===== config.mk =====
export PLATFORM = sky130hd
export DESIGN_NAME = mem_branch_resolver
export DESIGN_NICKNAME = d
export VERILOG_FILES = /design/src/rtl/mem_branch_resolver.sv
export SDC_FILE = /design/constraint.sdc
export NUM_CORES = 1
export LEC_CHECK = 0
export ABC_AREA = 1
export BUFFER_PORTS_ARGS = -buffer_cell sky130_fd_sc_hd__buf_2
export CORE_MARGIN = 10
export CORE_UTILIZATION = 41
export CTS_BUF_LIST = sky130_fd_sc_hd__clkbuf_4
export DETAILED_ROUTE_END_ITERATION = 8
export PLACE_DENSITY = 0.77
export SETUP_SLACK_MARGIN = 0.02
export SLEW_MARGIN = 20
export SYNTH_ARGS = -nofsm -noshare
export SYNTH_HDL_FRONTEND = slang
export SYNTH_SLANG_ARGS = --single-unit

===== constraint.sdc =====
create_clock -name clk -period 6.1 [get_ports clk]
set_input_delay 1.22 -clock clk [delete_from_list [all_inputs] [get_ports clk]]
set_output_delay 1.22 -clock clk [all_outputs]
set_load 0.02 [all_outputs]

===== src/rtl/mem_branch_resolver.sv =====
// MEM-stage branch resolver: owns the architectural NZP condition codes,
// resolves BR/JMP/JSR/TRAP against the fetch-time prediction, issues a
// one-cycle flush/redirect on mispredicts, squashes the wrong-path
// instruction behind it, and emits predictor updates and saturating counters.
module mem_branch_resolver #(
  parameter int width     = 16,
  parameter int cnt_width = 16
) (
  input  logic                 clk,
  input  logic                 reset_n,
  input  logic                 mem_valid,
  input  logic                 mem_stall,
  input  logic                 is_br,
  input  logic                 is_jump,
  input  logic [2:0]           br_nzp,
  input  logic                 predicted_taken,
  input  logic                 predictor_sel,
  input  logic [width-1:0]     btb_target,
  input  logic [width-1:0]     flush_pc,
  input  logic [width-1:0]     target_pc,
  input  logic [width-1:0]     pc,
  input  logic                 cc_load,
  input  logic [width-1:0]     cc_value,
  output logic [2:0]           nzp,
  output logic                 flush,
  output logic [width-1:0]     redirect_pc,
  output logic                 mem_squash,
  output logic                 bp_update_valid,
  output logic [width-1:0]     bp_update_pc,
  output logic                 bp_update_taken,
  output logic [width-1:0]     bp_update_target,
  output logic                 bp_update_sel,
  output logic [cnt_width-1:0] branch_count,
  output logic [cnt_width-1:0] mispredict_count
);

  typedef enum logic [0:0] {RUN, FLUSH} state_t;

  state_t state;
  state_t state_next;

  logic accept;
  logic is_ctrl;
  logic taken;
  logic mispredict;
  logic resolve;
  logic [2:0] cc_next;

  // The wrong-path slot is blocked while flushing; branches read the CC
  // produced by older instructions, i.e. the registered nzp.
  assign accept     = mem_valid & ~mem_stall & (state == RUN);
  assign is_ctrl    = is_br | is_jump;
  assign taken      = is_jump | (is_br & (|(br_nzp & nzp)));
  assign mispredict = is_ctrl & ((taken != predicted_taken) |
                                 (taken & predicted_taken & (btb_target != target_pc)));
  assign resolve    = accept & is_ctrl;

  // The FLUSH cycle is both the fetch redirect and the squash of MEM.
  assign flush      = (state == FLUSH);
  assign mem_squash = (state == FLUSH);

  // Decode a data word into a one-hot N/Z/P code.
  always_comb begin
    cc_next = 3'b001;
    if (cc_value[width-1])
      cc_next = 3'b100;
    else if (cc_value == '0)
      cc_next = 3'b010;
  end

  // Next-state logic: a mispredicted resolution costs exactly one FLUSH cycle.
  always_comb begin
    state_next = state;
    case (state)
      RUN:     if (resolve && mispredict) state_next = FLUSH;
      FLUSH:   state_next = RUN;
      default: state_next = RUN;
    endcase
  end

  // State register.
  always_ff @(posedge clk) begin
    if (!reset_n)
      state <= RUN;
    else
      state <= state_next;
  end

  // Architectural condition-code register.
  always_ff @(posedge clk) begin
    if (!reset_n)
      nzp <= 3'b010;
    else if (accept && cc_load)
      nzp <= cc_next;
  end

  // Redirect target and predictor update; the valid bit is a single-cycle pulse.
  always_ff @(posedge clk) begin
    if (!reset_n) begin
      redirect_pc      <= '0;
      bp_update_valid  <= 1'b0;
      bp_update_pc     <= '0;
      bp_update_taken  <= 1'b0;
      bp_update_target <= '0;
      bp_update_sel    <= 1'b0;
    end else begin
      bp_update_valid <= resolve;
      if (resolve) begin
        bp_update_pc     <= pc;
        bp_update_taken  <= taken;
        bp_update_target <= target_pc;
        bp_update_sel    <= predictor_sel;
        if (mispredict)
          redirect_pc <= taken ? target_pc : flush_pc;
      end
    end
  end

  // Saturating performance counters.
  always_ff @(posedge clk) begin
    if (!reset_n) begin
      branch_count     <= '0;
      mispredict_count <= '0;
    end else if (resolve) begin
      if (!(&branch_count))
        branch_count <= branch_count + cnt_width'(1);
      if (mispredict && !(&mispredict_count))
        mispredict_count <= mispredict_count + cnt_width'(1);
    end
  end

endmodule


# Word level (Yosys, flattened, before mapping)
# Cells that the tools add are included.
[word_totals]
output_inout_bits = 88
in_bits = 92
elab_cells = 44
reg_bits = 87
[classes]
n_bitwise = 14
eq_ne = 2
addsub = 2
n_reduce_logical = 11
muxes = 5
[ops]
columns = ["op", "n"]
rows = [
  ["16-bit by 1-bit adder with 16-bit output, second input constant", 2],
  ["16-bit AND reduction", 2],
  ["16-bit logical NOT", 1],
  ["16-bit two-way mux", 1],
  ["16-bit != test", 1],
  ["1-bit AND", 7],
  ["2-bit AND reduction", 3],
  ["3-bit AND", 1],
  ["1-bit logical AND", 3],
  ["3-bit two-way mux", 1],
  ["1-bit inverter", 3],
  ["1-bit OR", 3],
  ["3-bit OR reduction", 1],
  ["2-bit two-way mux", 1],
  ["1-bit one-hot mux with 2 select lines", 1],
  ["1-bit logical NOT", 1],
  ["1-bit two-way mux", 1],
  ["1-bit != test", 1],
]

# Logic depth before layout (Yosys ltp)
[depth]
depth_word = 11
depth_mapped = 14
ltp_nobuf = 13

# Worst setup path after synthesis
# OpenSTA, ideal clock, no wires.
[synth_timing]
path_type = "input port to flip-flop"
startpoint = "in br_nzp[0]"
endpoint = "reg redirect_pc[10]"
setup_slack_ns = 3.137
setup_time_ns = 0.116
t_required_ns = 5.984
arrival_ns = 2.847
path_buffers = 2
cell_stages = 12
cell_sequence = "a22o_1 o21ai_4 nand2_2 buf_2 ha_1 inv_1 nand2_4 nand2_4 inv_2 buf_2 nor2_1 nor2_1"
[synth_via]
elab_chain_len = 9
elab_cells_between_ends = 11
[synth_rtl]
columns = ["element", "line_no", "source"]
rows = [
  ["from (decl)", "15", "input logic [2:0] br_nzp,"],
  ["3-bit AND (*)", "53", "assign taken = is_jump | (is_br & (|(br_nzp & nzp)));"],
  ["3-bit OR reduction (*)", "53", ""],
  ["1-bit AND (*)", "53", ""],
  ["1-bit OR (*)", "53", ""],
  ["named net taken", "44", "logic taken;"],
  ["1-bit AND (2 in a row)", "55", "(taken & predicted_taken & (btb_target != target_pc)));"],
  ["1-bit OR", "54", "assign mispredict = is_ctrl & ((taken != predicted_taken) |"],
  ["1-bit AND", "54", ""],
  ["2-bit AND reduction (no source line)", "-", ""],
  ["to (signal assigned)", "114", "redirect_pc <= taken ? target_pc : flush_pc;"],
  ["to (decl)", "26", "output logic [width-1:0] redirect_pc,"],
]
# The timed path passes the listed nets; every way through them passes the cells marked *.
# A chain may end at the register's enable or synchronous reset.

# Final worst setup path
[layout_timing]
startpoint = "in br_nzp[0]"
endpoint = "reg mispredict_count[8]"
[layout_via]
elab_chain_len = 10
elab_cells_between_ends = 11
[layout_rtl]
columns = ["element", "line_no", "source"]
rows = [
  ["3-bit AND (*)", "53", ""],
  ["3-bit OR reduction (*)", "53", ""],
  ["1-bit AND (*)", "53", ""],
  ["1-bit OR (*)", "53", ""],
  ["1-bit AND (2 in a row)", "55", ""],
  ["1-bit OR (*)", "54", ""],
  ["1-bit AND (*)", "54", ""],
  ["1-bit logical AND (*)", "127", "if (mispredict && !(&mispredict_count))"],
  ["2-bit AND reduction (no source line) (*)", "-", ""],
  ["to (signal assigned)", "128", "mispredict_count <= mispredict_count + cnt_width'(1);"],
  ["to (decl)", "34", "output logic [cnt_width-1:0] mispredict_count"],
]
# Every way passes the cells marked *; elsewhere a longest branch is shown, timed or not.

==> summary.txt <==
gr ovfl total -> 0
port bufs -> 179
Mean Syn Cell Area -> 6.65 um2
core area -> 10,400 um2
Pleak -> 0.00273 uW
Startpoint Class -> input port
number of global-route vias before repair -> 4,425
Via-to-Cell Ratio -> 4.87
DRC Markers -> 0
synthesized flop and latch total -> 87
initial antenna violation count -> 2
final WL -> 13.9 mm
total track usage -> 0.180
Hold Path Class -> reg2reg
crit end category -> flip-flop
P&R area growth vs syn -> 24.5%
Area contributors post-synth -> dfxtp_1, nand2_1, nor2_1
Cell variety after synth -> 35
fmax -> 316 MHz
Logic pwr share -> 0.174
met2 wire len -> 6.34 mm
cell-by-cell trace of the critical path -> buf_2, a22o_1, o21ai_4, nand2_2, ha_1, inv_1, nand2_4, nand3_2, nand2_1, a21oi_1
Clock power frac -> 0.305
top fanout value on the critical path -> 18
post-synthesis sequential area ratio -> 0.394
Final Cycle Share -> 0.519
VDD IR max -> 0.203 mV
Skew-Pair Late Insertion Delay -> 0.48 ns
Mapped Cells -> 665
clock transition at the registers of the reported paths -> 0.14 ns
# IOs -> 180
DR vias -> 4,724
number of buffers created by CTS -> 9
setup TNS -> 0 ns
Setup Buffers After CTS -> 0
Max stage delay on crit path -> 0.40 ns
die area -> 15,300 um2
Die X -> 124 um
top cell family by delay on the critical path -> simple AND/OR/NAND/NOR gates
clock root cell -> clkbuf_4
area fraction of the dominant cell type after synthesis -> 0.394
Internal -> 794 uW
Die Height -> 124 um
critical path's slowest cell -> o21ai_4
Max Buffers Root-to-Sink -> 2
Synth Cell Area -> 4420 um2
Post-Route M1 WL -> 5.94 mm
Power Density -> 212 nW/um2
CP Data Arrival Time -> 3.50 ns
Layout Nets -> 923
YS warnings -> 0
Worst Skew -> 0.0193 ns
crit path buf inv count -> 2
Initial DRC Count -> 342
WL/cell -> 14.3 um
post-route antenna net violation count -> 0
Synthesized Nets -> 760
outcome -> finished, final reports clean
DR top layer -> met4
post-CTS sizing -> 0
RSZ-0062 raised after global routing -> false
Net Sw Power -> 372 uW
Initial Utilization -> 0.424
first-pass iteration count of the detailed router -> 4
CTS tree -> yes
Worst Hold Margin -> 0.493 ns
Crit Path Category -> in2reg
Hold Buf Count CTS -> 0
row count -> 37
H-Tree Depth -> 3
first-pass GRT wire length -> 22.2 mm
Slew @ Worst Pin -> 0.857 ns
Critical Path RT -> 6.44 ns
Max Slew Vio Count -> 0
layout cells sized above 1 -> 0.261
DR WL met3 -> 1.39 mm
global placer's final weighted congestion -> 0.903
largest net degree at the start of global routing -> 62
CTS sink count -> 87
DPL Wire Length -> 10.4 mm
setup violators final -> 0
Fillers -> 1,082
max-cap violations -> 0
Seq pwr share -> 0.522
post-synth top area cell -> dfxtp_1
Net Sw Frac -> 0.319
Tmin final -> 3.16 ns
Slew headroom -> 0.425
final hold vios -> 0
[cell usage in the layout, fill, tap and decap left out, types with 4 or more instances in the layout]
cell      synthesis  layout
nand2_1         155     155
nor2_1          116     116
nand4_1          16      16
buf_2            10     179
nor3_1           14      14
xnor2_1           4       4
xor2_1           16      16
nand3_1          34      34
clkbuf_4          0       9
inv_1            59      59
inv_2             7       7
nor4_1            8       8
dfxtp_1          87      87
a21oi_1          40      40
o21ai_0          54      54
[path summary, 6_finish.rpt]
kind	startpoint	to	slack [ns]	cells past startpoint
max	br_nzp[0]	mispredict_count[8]$_SDFFE_PN0P_	2.94	10
min	redirect_pc[6]$_SDFFE_PN0P_	redirect_pc[6]$_SDFFE_PN0P_	0.49	2
max reg2reg	nzp[0]$_SDFFE_PN0P_	mispredict_count[8]$_SDFFE_PN0P_	3.45	9
min reg2reg	redirect_pc[6]$_SDFFE_PN0P_	redirect_pc[6]$_SDFFE_PN0P_	0.49	2
[cell type report]
type                            instances  area, um2  share of cell area
Antenna cell                            2       5.00            0.000909
Clock buffer                            9       67.6              0.0123
Clock inverter                          7       80.1              0.0145
Inverter                               69        259              0.0470
Multi-Input combinational cell        480       2270               0.413
Sequential cell                        87       1740               0.316
Tap cell                              136        170              0.0309
Timing Repair Buffer                  181        911               0.165
[kinds of logic after synthesis]
kind of cell               share of synthesized area
adders and majority gates                    0.00849
buffers and inverters                         0.0923
xor gates and xnor gates                      0.0396
AOI/OAI and AO/OA                              0.119
and+or+nand+nor                                0.346
DFF                                            0.394
[registers in the layout, indices dropped and copies added (netlist names)]
| name | cells |
|---|---|
| mispredict_count | 16 |
| redirect_pc | 16 |
| flush | 1 |
| bp_update_target | 16 |
| bp_update_taken | 1 |
| nzp | 3 |
| bp_update_pc | 16 |
| bp_update_valid | 1 |
| bp_update_sel | 1 |
| branch_count | 16 |
[metal layers]
metal | track usage | vias to the layer above
met2 | 0.281 | 157
li1 | - | 2458
met3 | 0.0692 | 12
met1 | 0.223 | 2097
met5 | 0 | -
met4 | 0.0604 | 0
[through the flow]
stage | instance area, um2 | total power [uW] | setup slack, ns | std cells | utilization
5_1_grt | 5500 | 1230 | 2.70 | 970 | 0.528
2_1_floorplan | 4420 | 743 | 3.14 | 665 | -
3_5_place_dp | 5350 | 823 | 2.43 | 953 | 0.514
3_3_place_gp | 5350 | 821 | 2.50 | 953 | 0.514
4_1_cts | 5500 | 1180 | 2.96 | 969 | 0.528
6_report | 5510 | 1170 | 2.94 | 971 | 0.529
[worst reg2reg max path: cells and delay by family (launching register included)]
kind / cells / cell delay, ns
simple gates: 4 / 1.01
buf+inv: 1 / 0.06
flops: 1 / 0.35
compound gates: 3 / 0.72
fa+ha+maj: 1 / 0.38
[power by group through the flow]
stage	Sequential [uW]	Clock (uW)	Combinational [uW]
floorplan	650	0	92.7
global placement	620	0	201
detailed placement	620	0	204
CTS	608	365	204
global route	612	389	227
finish	608	355	202
[cell usage after synthesis (all sizes together)]
cell / n
nand2: 159
nor2: 118
dfxtp: 87
inv: 66
o21ai: 57
a21oi: 40
nand3: 37
nand4: 17
buf: 16
nor3: 16
xor2: 16
clkbuf: 13
nor4: 8
xnor2: 4
clkinv: 3
ha: 3
a22o: 1
a31oi: 1
nor3b: 1
o2111ai: 1
o211ai: 1
No activity file was read; power rests on OpenSTA's default activity.
